$ cat src/rtl/pipe_stage_skid.sv
// Inter-stage pipeline register with ready/valid handshake, a 2-entry skid
// buffer, stall/flush controls and saturating stall/bubble counters.
module pipe_stage_skid #(
  parameter int unsigned WIDTH   = 200,
  parameter int unsigned CLK_NEG = 1,
  parameter int unsigned CNT_W   = 16
) (
  input  logic             Clk,
  input  logic             Rst,
  input  logic             in_valid,
  input  logic [WIDTH-1:0] in_data,
  output logic             in_ready,
  output logic             out_valid,
  output logic [WIDTH-1:0] out_data,
  input  logic             out_ready,
  input  logic             stall,
  input  logic             flush,
  output logic [1:0]       occupancy,
  output logic [CNT_W-1:0] stall_cnt,
  output logic [CNT_W-1:0] bubble_cnt
);

  localparam logic [CNT_W-1:0] CNT_MAX = '1;

  typedef struct packed {
    logic             main_valid;
    logic             skid_valid;
    logic [WIDTH-1:0] main_data;
    logic [WIDTH-1:0] skid_data;
    logic [CNT_W-1:0] stall_cnt;
    logic [CNT_W-1:0] bubble_cnt;
  } state_t;

  state_t st_q;
  state_t st_d;

  logic accept;
  logic emit;
  logic stall_inc;
  logic bubble_inc;

  // Handshake terms; in_ready depends only on registered state and reset.
  assign in_ready   = !st_q.skid_valid && !Rst;
  assign accept     = in_valid && in_ready && !stall;
  assign emit       = st_q.main_valid && out_ready && !stall;
  assign stall_inc  = stall || (st_q.main_valid && !out_ready);
  assign bubble_inc = !st_q.main_valid && out_ready && !stall;

  assign out_valid  = st_q.main_valid;
  assign out_data   = st_q.main_data;
  assign occupancy  = 2'(st_q.main_valid) + 2'(st_q.skid_valid);
  assign stall_cnt  = st_q.stall_cnt;
  assign bubble_cnt = st_q.bubble_cnt;

  // Next-state: flush > stall > normal main/skid movement.
  always_comb begin
    st_d = st_q;
    if (flush) begin
      st_d.main_valid = 1'b0;
      st_d.skid_valid = 1'b0;
      st_d.main_data  = '0;
      st_d.skid_data  = '0;
    end else if (!stall) begin
      if (!st_q.main_valid || emit) begin
        if (st_q.skid_valid) begin
          st_d.main_valid = 1'b1;
          st_d.main_data  = st_q.skid_data;
          st_d.skid_valid = 1'b0;
          if (accept) begin
            st_d.skid_valid = 1'b1;
            st_d.skid_data  = in_data;
          end
        end else if (accept) begin
          st_d.main_valid = 1'b1;
          st_d.main_data  = in_data;
        end else begin
          st_d.main_valid = 1'b0;
        end
      end else if (accept) begin
        st_d.skid_valid = 1'b1;
        st_d.skid_data  = in_data;
      end
    end

    // Counters freeze during flush and saturate at all-ones.
    if (!flush) begin
      if (stall_inc && (st_q.stall_cnt != CNT_MAX)) begin
        st_d.stall_cnt = st_q.stall_cnt + CNT_W'(1);
      end
      if (bubble_inc && (st_q.bubble_cnt != CNT_MAX)) begin
        st_d.bubble_cnt = st_q.bubble_cnt + CNT_W'(1);
      end
    end
  end

  generate
    if (CLK_NEG != 0) begin : g_neg_edge
      always_ff @(negedge Clk or posedge Rst) begin
        if (Rst) st_q <= '0;
        else     st_q <= st_d;
      end
    end else begin : g_pos_edge
      always_ff @(posedge Clk or posedge Rst) begin
        if (Rst) st_q <= '0;
        else     st_q <= st_d;
      end
    end
  endgenerate

endmodule

$ cat config.mk
export PLATFORM = sky130hd
export DESIGN_NAME = pipe_stage_skid
export DESIGN_NICKNAME = d
export VERILOG_FILES = /design/src/rtl/pipe_stage_skid.sv
export SDC_FILE = /design/constraint.sdc
export NUM_CORES = 1
export LEC_CHECK = 0
export BUFFER_PORTS_ARGS = -buffer_cell sky130_fd_sc_hd__buf_2
export CORE_UTILIZATION = 59
export DETAILED_ROUTE_END_ITERATION = 7
export GPL_ROUTABILITY_DRIVEN = 0
export PLACE_DENSITY = 0.85
export SYNTH_ARGS = -nofsm -noshare
export SYNTH_HDL_FRONTEND = slang
export SYNTH_SLANG_ARGS = --single-unit
$ cat constraint.sdc
create_clock -name Clk -period 41 [get_ports Clk]
set_input_delay 10.25 -clock Clk [delete_from_list [all_inputs] [get_ports Clk]]
set_output_delay 10.25 -clock Clk [all_outputs]
set_load 0.03 [all_outputs]
==> flow_summary.toml <==
[run_status]
outcome = "completed"

[floorplan]
std_cell_rows = 68
die-area_sq_mm = 0.0361
die_y_microns = 190
pin_count = 442
start_util_pct = 60.2
die_w_microns = 190
core_sq_mm = 0.0347

[pwr]
peakVddDrop_mv = 0.0354
p_leak_nw = 10.3
power.density_mw_per_mm2 = 42.9

[global_routing]
grtUsageTotal_pct = 26.5
antenna_found_initial = 14
grt_pass1_wl_microns = 77600
grt_pass1_vias = 15200
grt_max_degree = 221
grt_overflow = 0

[layout]
final_util_pct = 66.0
drive_gt1_share_pct = 23.3
fin_nets = 2474
n_fill_cell = 2601
area_growth_pct = 9.74
stdcell_count = 2759

[synthesis]
synth-warning-count = 0
ys_seq_area_share_pct = 52.0
synth_cell_types = 39
syn_nets = 2362
synth_enable_flop_cells = 0
syn_inst = 2153
avgSynthCellArea_sq_um = 9.70
synthArstFlopShare_pct = 100
ys.flop_type = "dfrtn_1"
syn_area_sq_mm = 0.0209
synth-seq-cells = 434

[routing]
drt_iter0_markers = 912
ant_nets = 0
routed_wirelength_microns = 49200
wl_per_cell_microns = 17.8
wl_met1_microns = 19500
route.met3.wl_microns = 4640
viasPerCell = 5.70
first_pass_iters = 5
top_layer = "met5"
vias = 15700
drcViolationCount = 0
met2_length_microns = 23200

[critical_path]
critPathRequiredTime_ns = 20.82
worstPathArrival_ns = 12.89
critical_path_class = "primary input to flop"
cp_max_fo = 115
end_kind = "flop"
start_kind = "primary input"

[clock_tree]
hold_buffers = 0
clockRootBuffer = "clkbuf_16"
cts_resized = 0
cts_buffers = 45
cts_max_level = 2
cts_setup_buffers = 0
cts_sinks = 434
clk_path_buf_depth = 3
cts_tree = "yes"
clk_pin_slew_ns = 0.05
clk_latency_ns = 0.54

[placed_design]
hpwl_microns = 30500
placedCellCount = 2673
place_ws_ns = 7.48
io_buffer_count = 441

[sta]
slew_viol_final = 0
skew_ns = 0.0104
finalWorstSetupSlack_ns = 7.94
tightest_slew_ns = 1.14
hold_violations = 0
rsz0062_at_grt = "no"
setup_violations = 0
fin_tns_setup_ns = 0
whs_ns = 0.449
relSlewSlack_pct = 24.1

[min_path]
hp-class = "flop to flop"

[run]
maxCapViolCount = 0
-- routing by layer --
metal  track usage, %  up-vias
met5                0        -
met4             10.6       12
met3             8.04      137
met2             41.9      607
met1             34.0     7637
li1                 -     7322
-- final cells by class --
| cell class | count | area [sq um] | share of cell area (%) |
|---|---|---|---|
| multi-input combinational | 1323 | 7650 | 33.4 |
| sequential | 434 | 10900 | 47.4 |
| clock buffer | 61 | 1230 | 5.35 |
| clock inverter | 17 | 178 | 0.775 |
| tap | 455 | 569 | 2.48 |
| inverter | 3 | 15.0 | 0.0655 |
| timing repair buffer | 458 | 2390 | 10.5 |
| antenna | 8 | 20.0 | 0.0874 |
-- cells in the mapped netlist (2+ instances only) --
cell type  number  area, sq um
mux2_2          2         22.5
nor2_1        206          773
and4_1          3         26.3
a211oi_1      201         1510
nor3_1         10         50.1
buf_1           2         7.51
ha_1            3         37.5
mux2i_1       200         2000
nor3b_1         2         15.0
xor2_1         29          254
dfrtn_1       434        10900
a21oi_1       203         1020
nor4b_1         2         17.5
nor4_2          4         50.1
nand2b_1        3         18.8
buf_2          24          120
nand2_1       410         1540
buf_4         232         1740
nand4_1         9         56.3
inv_1           3         11.3
nor4_1          9         56.3
clkbuf_1      135          507
nand3_1         8         40.0
and3_1          4         25.0
-- registers in the layout, summed over array words and instances, names as in the netlist --
signal      cells
out_valid       1
out_data      200
stall_cnt      16
bubble_cnt     16
st_q          201
-- placed cells by master, fill, tap and decap left out, types with 5 or more instances in the layout --
| cell | instances |
|---|---|
| buf_2 | 440 |
| dfrtn_1 | 434 |
| nand2_1 | 410 |
| nor2_1 | 206 |
| a21oi_1 | 203 |
| a211oi_1 | 201 |
| mux2i_1 | 200 |
| clkbuf_16 | 45 |
| xor2_1 | 29 |
| buf_4 | 13 |
| clkbuf_1 | 12 |
| nor3_1 | 10 |
| nand4_1 | 9 |
| clkinv_2 | 9 |
| diode_2 | 8 |
| nand3_1 | 8 |
| nor4_1 | 8 |
| nor4_2 | 5 |
-- per-stage QoR --
step           cell area [sq um]  power (mW)
4_1_cts                    22900       0.991
5_1_grt                    22900        1.02
3_3_place_gp               21500       0.592
3_5_place_dp               21500       0.596
6_report                   22900       0.984
2_1_floorplan              20900       0.573
-- worst paths after layout --
check | startpoint | to | slack, ns | cells after the start
worst max register to register | st_q[432]$_DFFE_NP0P_ | out_data[54]$_DFFE_NP0P_ | 36.89 | 7
worst min register to register | bubble_cnt[15]$_DFFE_NP0P_ | bubble_cnt[15]$_DFFE_NP0P_ | 0.45 | 1
worst max-delay path | flush | out_data[86]$_DFFE_NP0P_ | 7.94 | 4
worst min-delay path | bubble_cnt[15]$_DFFE_NP0P_ | bubble_cnt[15]$_DFFE_NP0P_ | 0.45 | 1
min in group asynchronous | Rst | st_q[215]$_DFFE_NP0P_ | 30.20 | 2
max in group asynchronous | Rst | st_q[131]$_DFFE_NP0P_ | 8.60 | 4
-- logic make-up after synthesis --
logic type | Yosys count | synth area share (%)
muxes | 202 | 9.70
DFF | 434 | 52.0
xor gates and xnor gates | 29 | 1.22
adders and majority gates | 3 | 0.180
AOI/OAI and AO/OA | 410 | 12.3
buffers and inverters | 396 | 11.4
and+or+nand+nor | 679 | 13.1
-- critical path, cell delays in order --
cell,delay [ns]
buf_8,0.47
buf_4,0.87
buf_4,0.93
a211oi_1,0.11
-- report_power, final --
group / total, mW / switching (mW) / internal (mW)
clock network: 0.394 / 0.166 / 0.229
logic: 0.124 / 0.0862 / 0.0375
registers: 0.465 / 0.0162 / 0.449
total: 0.984 / 0.268 / 0.715
Power figures use the tool's default switching activity.
